$ cat config.mk
export PLATFORM = sky130hd
export DESIGN_NAME = car_sequencer
export DESIGN_NICKNAME = d
export VERILOG_FILES = /design/src/rtl/car_sequencer_pkg.sv /design/src/rtl/car_route_decode.sv /design/src/rtl/car_sequencer.sv
export SDC_FILE = /design/constraint.sdc
export NUM_CORES = 1
export LEC_CHECK = 0
export ABC_AREA = 1
export CAP_MARGIN = 20
export CORE_MARGIN = 2
export CORE_UTILIZATION = 45
export DETAILED_ROUTE_END_ITERATION = 7
export PLACE_DENSITY_LB_ADDON = 0.25
export SYNTH_ARGS = -nofsm -noshare
export SYNTH_HDL_FRONTEND = slang
export SYNTH_SLANG_ARGS = --single-unit
$ cat constraint.sdc
create_clock -name MCLK -period 2.5 [get_ports MCLK]
set_clock_uncertainty 0.1 [all_clocks]
set_input_delay 0.625 -clock MCLK [delete_from_list [all_inputs] [get_ports MCLK]]
set_output_delay 0.625 -clock MCLK [all_outputs]
set_load 0.01 [all_outputs]
$ cat src/rtl/car_sequencer_pkg.sv
// car_sequencer_pkg
//   Shared definitions for the micro-sequencer and the ControlUnit:
//   CAR state codes, instruction format/opcode constants and addressing-mode
//   codes. Both blocks import this package so CAR codes cannot diverge.
package car_sequencer_pkg;

    localparam int CAR_W = 6;

    typedef enum logic [CAR_W-1:0] {
        S_RESET       = 6'd0,
        S_FETCH       = 6'd1,
        S_DECODE      = 6'd2,
        S_SRC_EXT     = 6'd3,
        S_SRC_READ    = 6'd4,
        S_DST_EXT     = 6'd5,
        S_DST_READ    = 6'd6,
        S_EXEC        = 6'd7,
        S_WRITE       = 6'd8,
        S_PUSH_DEC    = 6'd9,
        S_PUSH_WR     = 6'd10,
        S_POP_SR      = 6'd11,
        S_POP_PC      = 6'd12,
        S_INT_PUSH_PC = 6'd13,
        S_INT_PUSH_SR = 6'd14,
        S_INT_VECTOR  = 6'd15,
        S_INT_LOAD_PC = 6'd16
    } car_state_e;

    // Instruction format / opcode constants
    localparam logic [5:0]  FMT_SINGLE = 6'b000100;  // IR[15:10]
    localparam logic [3:0]  OP_MOV     = 4'h4;       // IR[15:12]
    localparam logic [2:0]  SOP_PUSH   = 3'b100;     // IR[9:7]
    localparam logic [2:0]  SOP_CALL   = 3'b101;
    localparam logic [15:0] IR_RETI    = 16'h1300;

    // Source addressing modes (As)
    localparam logic [1:0] AS_REG = 2'b00;
    localparam logic [1:0] AS_IDX = 2'b01;
    localparam logic [1:0] AS_IND = 2'b10;
    localparam logic [1:0] AS_INC = 2'b11;

    localparam logic [3:0] REG_PC = 4'd0;
    localparam logic [3:0] REG_SR = 4'd2;
    localparam logic [3:0] REG_CG = 4'd3;

    // States that issue a bus access and wait for mem_ready.
    function automatic logic is_mem_state(input car_state_e s);
        return s inside {S_RESET, S_FETCH, S_SRC_EXT, S_SRC_READ, S_DST_EXT,
                         S_DST_READ, S_WRITE, S_PUSH_WR, S_POP_SR, S_POP_PC,
                         S_INT_PUSH_PC, S_INT_PUSH_SR, S_INT_LOAD_PC};
    endfunction

    function automatic logic is_wr_state(input car_state_e s);
        return s inside {S_WRITE, S_PUSH_WR, S_INT_PUSH_PC, S_INT_PUSH_SR};
    endfunction

endpackage

$ cat src/rtl/car_route_decode.sv
// car_route_decode
//   Combinational IR decode feeding the sequencer's routing decisions.
//   Ports:
//     i_ir              latched instruction word
//     o_is_jump         jump format or unrecognised opcode (runs as NOP EXEC)
//     o_is_reti         RETI
//     o_need_src_ext    source extension word fetch (indexed or immediate)
//     o_need_src_read   source operand read
//     o_need_dst        two-op with Ad=1 (destination extension word)
//     o_need_dst_read   destination read (Ad=1 and not MOV)
//     o_is_push_call    PUSH or CALL
//     o_writeback       EXEC is followed by WRITE
module car_route_decode
    import car_sequencer_pkg::*;
(
    input  logic [15:0] i_ir,
    output logic        o_is_jump,
    output logic        o_is_reti,
    output logic        o_need_src_ext,
    output logic        o_need_src_read,
    output logic        o_need_dst,
    output logic        o_need_dst_read,
    output logic        o_is_push_call,
    output logic        o_writeback
);
    logic       w_two_op, w_single, w_cg, w_imm, w_src_op;
    logic [3:0] w_src;
    logic [1:0] w_as;

    assign w_two_op = i_ir[15:12] >= 4'h4;
    assign w_single = i_ir[15:10] == FMT_SINGLE;
    assign w_src    = w_two_op ? i_ir[11:8] : i_ir[3:0];
    assign w_as     = i_ir[5:4];

    // Constant generator: R3 in any mode, R2 in modes 1x; no bus traffic.
    assign w_cg  = (w_src == REG_CG) || (w_src == REG_SR && w_as[1]);
    assign w_imm = (w_src == REG_PC) && (w_as == AS_INC);

    // Anything below 0x4000 that is not single-op is a jump or an
    // unrecognised opcode; both run as a single EXEC.
    assign o_is_jump = !w_two_op && !w_single;
    assign o_is_reti = i_ir == IR_RETI;

    assign w_src_op        = !o_is_jump && !o_is_reti && !w_cg;
    assign o_need_src_ext  = w_src_op && (w_as == AS_IDX || w_imm);
    // Immediate only needs the extension word; indirect modes only the read.
    assign o_need_src_read = w_src_op && (w_as == AS_IDX || (w_as[1] && !w_imm));

    assign o_need_dst      = w_two_op && i_ir[7];
    assign o_need_dst_read = o_need_dst && (i_ir[15:12] != OP_MOV);

    assign o_is_push_call  = w_single && !o_is_reti &&
                             (i_ir[9:7] == SOP_PUSH || i_ir[9:7] == SOP_CALL);

    // Single-op results go back to memory only for memory-mode operands.
    assign o_writeback = o_need_dst ||
                         (w_single && !o_is_reti && !o_is_push_call &&
                          w_as != AS_REG && !w_cg && !w_imm);

endmodule

$ cat src/rtl/car_sequencer.sv
// car_sequencer
//   Micro-sequencer for the ControlUnit: holds CAR and IR and walks each
//   instruction through fetch, operand, execute and write phases, with
//   interrupt entry at instruction boundaries.
//   Ports:
//     MCLK        clock, all state on rising edge
//     reset       synchronous active-high reset
//     MDB_in      memory read data (instruction word)
//     mem_ready   memory access completes this cycle
//     int_req     maskable interrupt pending (level)
//     GIE         SR.GIE
//     CAR         current micro-state
//     IR          latched instruction word
//     mem_req     memory access requested (decoded from CAR)
//     mem_wr      write access
//     INTACK      high while in INT_VECTOR
//     instr_done  one-cycle pulse, high in the first cycle after the
//                 instruction-boundary transition (into FETCH or INT_PUSH_PC)
module car_sequencer
    import car_sequencer_pkg::*;
#(
    parameter int CAR_BITS   = 6,
    parameter bit INT_ENABLE = 1'b1
) (
    input  logic                MCLK,
    input  logic                reset,
    input  logic [15:0]         MDB_in,
    input  logic                mem_ready,
    input  logic                int_req,
    input  logic                GIE,
    output logic [CAR_BITS-1:0] CAR,
    output logic [15:0]         IR,
    output logic                mem_req,
    output logic                mem_wr,
    output logic                INTACK,
    output logic                instr_done
);
    car_state_e  r_car;
    logic [15:0] r_ir;
    logic        r_instr_done;

    logic w_is_jump, w_is_reti, w_need_src_ext, w_need_src_read;
    logic w_need_dst, w_need_dst_read, w_is_push_call, w_writeback;
    logic w_hold;
    car_state_e w_phase, w_boundary;

    car_route_decode u_decode (
        .i_ir            (r_ir),
        .o_is_jump       (w_is_jump),
        .o_is_reti       (w_is_reti),
        .o_need_src_ext  (w_need_src_ext),
        .o_need_src_read (w_need_src_read),
        .o_need_dst      (w_need_dst),
        .o_need_dst_read (w_need_dst_read),
        .o_is_push_call  (w_is_push_call),
        .o_writeback     (w_writeback)
    );

    // Phase after the source operand is resolved.
    always_comb begin
        w_phase = S_EXEC;
        if (w_need_dst)          w_phase = S_DST_EXT;
        else if (w_is_push_call) w_phase = S_PUSH_DEC;
    end

    // int_req only matters here; mid-instruction requests wait.
    assign w_boundary = (INT_ENABLE && int_req && GIE) ? S_INT_PUSH_PC : S_FETCH;
    assign w_hold     = is_mem_state(r_car) && !mem_ready;

    always_ff @(posedge MCLK) begin
        if (reset) begin
            r_car        <= S_RESET;
            r_ir         <= 16'h0000;
            r_instr_done <= 1'b0;
        end else begin
            r_instr_done <= 1'b0;
            if (!w_hold) begin
                case (r_car)
                    S_RESET:  r_car <= S_FETCH;
                    S_FETCH: begin
                        r_ir  <= MDB_in;
                        r_car <= S_DECODE;
                    end
                    S_DECODE: begin
                        if (w_is_jump)            r_car <= S_EXEC;
                        else if (w_is_reti)       r_car <= S_POP_SR;
                        else if (w_need_src_ext)  r_car <= S_SRC_EXT;
                        else if (w_need_src_read) r_car <= S_SRC_READ;
                        else                      r_car <= w_phase;
                    end
                    S_SRC_EXT:  r_car <= w_need_src_read ? S_SRC_READ : w_phase;
                    S_SRC_READ: r_car <= w_phase;
                    S_DST_EXT:  r_car <= w_need_dst_read ? S_DST_READ : S_EXEC;
                    S_DST_READ: r_car <= S_EXEC;
                    S_EXEC: begin
                        if (w_writeback) begin
                            r_car <= S_WRITE;
                        end else begin
                            r_car        <= w_boundary;
                            r_instr_done <= 1'b1;
                        end
                    end
                    S_WRITE, S_PUSH_WR, S_POP_PC: begin
                        r_car        <= w_boundary;
                        r_instr_done <= 1'b1;
                    end
                    S_PUSH_DEC:    r_car <= S_PUSH_WR;
                    S_POP_SR:      r_car <= S_POP_PC;
                    S_INT_PUSH_PC: r_car <= S_INT_PUSH_SR;
                    S_INT_PUSH_SR: r_car <= S_INT_VECTOR;
                    S_INT_VECTOR:  r_car <= S_INT_LOAD_PC;
                    S_INT_LOAD_PC: r_car <= S_FETCH;
                    default:       r_car <= S_RESET;
                endcase
            end
        end
    end

    assign CAR        = CAR_BITS'(r_car);
    assign IR         = r_ir;
    // Gated by reset so the bus stays idle while reset is held.
    assign mem_req    = is_mem_state(r_car) && !reset;
    assign mem_wr     = is_wr_state(r_car) && !reset;
    assign INTACK     = r_car == S_INT_VECTOR;
    assign instr_done = r_instr_done;

endmodule

* Word-level counts from Yosys, hierarchy flattened *
Cells that the tools add are included.

storage, ports and cells
  register bits = 23
  input bits = 21
  output and inout port bits = 26
  word-level logic and storage cells = 86

operators by class
  $lt $le $gt $ge = 1
  equality and inequality tests = 25
  muxes and demuxes = 13
  bitwise operators = 1
  reduce and logical (&&, ||, !) cells = 43

operators by type and width
  operator              count
  $pmux 6 s14           1
  $eq 6x4->1 const B    8
  $eq 6x3->1 const B    5
  $mux 6                5
  $logic_and 1x1->1     20
  $eq 16x13->1 const B  1
  $mux 4                4
  $reduce_bool 13->1    1
  $eq 6x2->1 const B    2
  $logic_not 1->1       9
  $eq 4x2->1 const B    2
  $eq 3x3->1 const B    2
  $eq 6x1->1 const B    1
  $eq 6x5->1 const B    1
  $logic_not 6->1       1
  $logic_or 1x1->1      5
  $ge 4x3->1 const B    1
  $logic_not 4->1       1
  $ne 4x3->1 const B    1
  $reduce_bool 4->1     1
  $reduce_or 2->1       2
  $reduce_or 3->1       1
  $eq 2x1->1 const B    1
  $eq 2x2->1 const B    1
  5 further kinds       6

* Longest topological paths before layout *
  depth in word-level cells = 13
  depth in mapped cells = 15
  gate-level depth less buffers = 15

* Hierarchy *
A second synthesis with hierarchy kept.

second synthesis, totals
  cells, all modules = 306
  area total of the unflattened synthesis = 1974.4 um2

modules (own cells, without submodules)
  module            times used  cells an instance  area each (um2)  seq. area each (um2)
  car_sequencer     1           241                1684.1           440.4
  car_route_decode  1           65                 290.3            0.0

* Worst setup path before layout *
OpenSTA, ideal clock, no wires.

  path type = reg2out
  from = register r_car[0] (netlist: CAR[0])
  to = output port mem_req
  arrival time = 1.217 ns
  required time = 1.775 ns
  slack = 0.558 ns
  cell stages (with the launch flop) = 8
  buffers on the path = 0
  cells stage by stage = dfxtp_1 inv_1 nand2_2 nand2_2 nand2_2 nand2_2 nor3_2 a21oi_1

on the way
  cells in the longest elaborated chain, start to end = 3
  elaborated cells on any way between the ends = 15
  those cells by class = eq/ne (12); reduce/logical (3)

RTL lines
  element                             line                     source
  start: declaration                  car_sequencer.sv:38      car_state_e r_car;
  start signal: assignment            car_sequencer.sv:89      else r_car <= w_phase;
  start signal: assignment            car_sequencer.sv:91      S_SRC_EXT: r_car <= w_need_src_read ? S_SRC_READ : w_phase;
  start signal: assignment            car_sequencer.sv:92      S_SRC_READ: r_car <= w_phase;
  $eq 6x1->1 (tied with other cells)  car_sequencer_pkg.sv:48  return s inside {S_RESET, S_FETCH, S_SRC_EXT, S_SRC_READ, S_DST_EXT,
  $reduce_bool 13->1 *                car_sequencer_pkg.sv:48
  $logic_and 1x1->1 *                 car_sequencer.sv:122     assign mem_req = is_mem_state(r_car) && !reset;
  end: declaration                    car_sequencer.sv:33      output logic mem_req,

Every way passes the cells marked *; elsewhere a longest branch is shown, timed or not.

* Worst setup path in the final report *
  from = register r_car[4] (netlist: CAR[4])
  to = output port mem_req

The elaborated chain is that of the path after synthesis.

==> flow_summary.ini <==
[synth]
synth_cell_types = 28
synth_top_area_cell = dfxtp_1
synth_seq_cells = 22
synth.area.top_cells = dfxtp_1 (31%), nand2_1 (19%), a21oi_1 (9.2%)
synth_nets = 251
synth_edf_count = 0
syn-cell-area_mm2 = 0.001408
synthFlopType = dfxtp_1
synth.most_common_cell = nand2_1
synthTopCellsByCount = nand2_1 (73), nor2_1 (28), a21oi_1 (26), inv_1 (24), dfxtp_1 (22)
ys_warn_count = 0
ys_async_sr_fraction = 0
syn_avg_cell_area_um2 = 6.120
yosysTopAreaCellShare = 0.3129
ys_seq_area_frac = 0.3129
syn_inst = 230

[run_status]
status = complete, no violations

[setup_path]
crit_path_start = CAR[4]
cp_slowest_cell = dfxtp_4
worstPathRequired_ns = 1.77
crit_type = reg2out
worstReg2RegStart = IR[15]
crit_path_max_fanout = 7
cp.arrival_ns = 1.68
path_cells = inv_1, nand2_1, nor2_4, nand2_1, nand3_2, nor3_4, a21oi_1, clkbuf_2
cp-start-kind = register
r2r-end = CAR[2]
cpMostUsedCell = nand2_1
path_buf_inv = 2
max_stage_delay_ns = 0.40
reg2reg_slack_ns = 0.41
critPathTopFamily = simple AND/OR/NAND/NOR gates
critPathCaptureType = primary output
rr_worst_depth = 13

[clock_network]
cts_max_level = 1
cts_sinks = 22
clk_latency_ns = 0.32
clkTransAtPathRegs_ns = 0.13
post_cts_buffers = 0
root_buffer = clkbuf_4
cts_tree = built
clk_path_buf_depth = 2
cts_hold_buf = 0
cts_inserted_buffers = 3

[die]
die-height_um = 59.93
rows = 20
core_mm2 = 0.003003
die-area_mm2 = 0.003592
io_pins = 47
start_util = 0.4687
die_x_um = 59.93

[power]
power_density_mw_per_mm2 = 1074
switchingPower_w = 0.0009986
p_sw_frac = 0.4623
power.sequential.fraction = 0.265
comb_power_share = 0.602
cellLeakagePower_nw = 0.8549
clkPwrFrac = 0.132
power.internal_w = 0.001162
ir_drop_v = 0.0006162

[finish]
area_growth_pct = 42.93
fillers = 276
n_antenna_cell = 0
drive_above_1_share = 0.1352
finalNetCount = 303

[sta]
report.final.slew_viol_count = 0
rsz0062_at_grt = no
fin_ws_ns = 0.09716
max_freq_mhz = 416.2
min_period_ns = 2.403
setup_viol_count_final = 0
setup-tns-final_ns = 0
hold_viol = 0
period_share = 0.9611

[drt]
route.detailed.drc = 0
routed_wl_mm = 4.104
first_iter_violations = 150
detail_route.wl_per_cell_um = 13.07
vias = 1688
dr.pass1.iters = 4
vias_per_cell = 5.376
ant_nets = 0

[global_routing]
grt_start_max_net_pins = 26
grt_overflow = 0
grt_antenna_before_repair = 0
grt_pass1_vias = 1493
grt_pass1_wl_mm = 6.520
grtUsageTotal = 0.2399

[job]
cap_viol_max_count = 0

[hold_path]
hold_start = IR[6]
hold_class = reg2reg
whs_endpoint = IR[6]
hold_depth = 2

[place]
gp_congestion = 0.9631
hpwl_mm = 3.051
portBuffers = 45
preCtsSetupSlack_ns = -0.02205
[stage by stage]
stage | cells | util | hold WS [ns] | cell area [µm²] | power, W
floorplan | 230 | - | 0.3889 | 1408 | 0.001386
global placement | 310 | 0.6363 | 0.3705 | 1911 | 0.001797
detailed placement | 310 | 0.6363 | 0.3720 | 1911 | 0.001811
CTS | 314 | 0.6654 | 0.3927 | 1998 | 0.002134
global route | 314 | 0.6700 | 0.4070 | 2012 | 0.002336
finish | 314 | 0.6700 | 0.3918 | 2012 | 0.002160
[repair_timing]
item | 4_1_cts | 5_1_grt
setup endpoints to repair | 3 | 1
pin swaps | 0 | 1
endpoints found under the hold margin | 0 | 0
resized for setup | 18 | 7
[routing by layer]
metal / wire (µm) / share of wire / track usage
met1: 1835 / 0.45 / 0.3395
met2: 1877 / 0.46 / 0.3804
met3: 342 / 0.083 / 0.03030
met4: 48 / 0.012 / 0.06984
met5: 0 / 0 / 0
[worst register-to-register path: cells and delay by family, from the launching register on]
kind            cells  cell delay, ns
compound gates      3            0.48
buf+inv             1            0.17
flops               1            0.37
simple gates        9            0.87
[kinds of logic (layout without fill, tap and decap cells)]
logic type / count (synthesis) / count (layout) / synth area share
buffers and inverters: 29 / 80 / 0.09245
AO/OA/AOI/OAI: 46 / 46 / 0.1849
other: 1 / 1 / 0.002664
AND/OR/NAND/NOR: 132 / 132 / 0.4071
flip-flops: 22 / 22 / 0.3129
[cells in the final DEF, fill, tap and decap left out, types with 2 or more instances in the layout]
| master | netlist | final |
|---|---|---|
| o21ai_1 | 3 | 3 |
| nand3b_1 | 2 | 2 |
| nand2_2 | 4 | 6 |
| nor2_2 | 1 | 5 |
| a21oi_2 | 1 | 2 |
| nor2_1 | 28 | 23 |
| clkbuf_4 | 0 | 3 |
| nand4_1 | 5 | 5 |
| dfxtp_2 | 0 | 2 |
| nand3_1 | 10 | 9 |
| dfxtp_4 | 0 | 3 |
| inv_1 | 24 | 24 |
| dlygate4sd2_1 | 0 | 2 |
| buf_4 | 1 | 6 |
| dfxtp_1 | 22 | 17 |
| nor3_1 | 6 | 5 |
| nand2_1 | 73 | 71 |
| o21ai_0 | 10 | 10 |
| clkdlybuf4s50_1 | 0 | 42 |
| a21oi_1 | 26 | 25 |
[how the worst max path moves through the flow]
stage	slack, ns	to	depth (start not counted)
final	0.1	mem_req	8
after global routing	0.007	mem_req	8
after floorplan	0.56	mem_req	7
after global placement	0.006	mem_wr	3
after CTS	-0.004	mem_req	8
after detailed placement	-0.02	mem_req	3
[power by group through the flow]
stage	clock network (W)	registers [W]	logic, W
2_1_floorplan	0	0.000595	0.000791
5_1_grt	0.000307	0.000593	0.00144
4_1_cts	0.000286	0.000571	0.00128
6_report	0.000286	0.000573	0.00130
3_3_place_gp	0	0.000565	0.00123
3_5_place_dp	0	0.000569	0.00124
[sequential cells by signal, summed over array words and instances (netlist names)]
| name | count |
|---|---|
| IR | 16 |
| CAR | 5 |
| instr_done | 1 |
[final cells by class]
class                           count  area (µm²)  area share
Clock inverter                      1       30.03     0.01493
Timing Repair Buffer               51       488.0      0.2425
Sequential cell                    22       454.2      0.2257
Clock buffer                        3       22.52     0.01119
Tap cell                           33       41.29     0.02052
Multi-Input combinational cell    179       879.6      0.4372
Inverter                           25       96.34     0.04789
No activity file was read; power rests on OpenSTA's default activity.
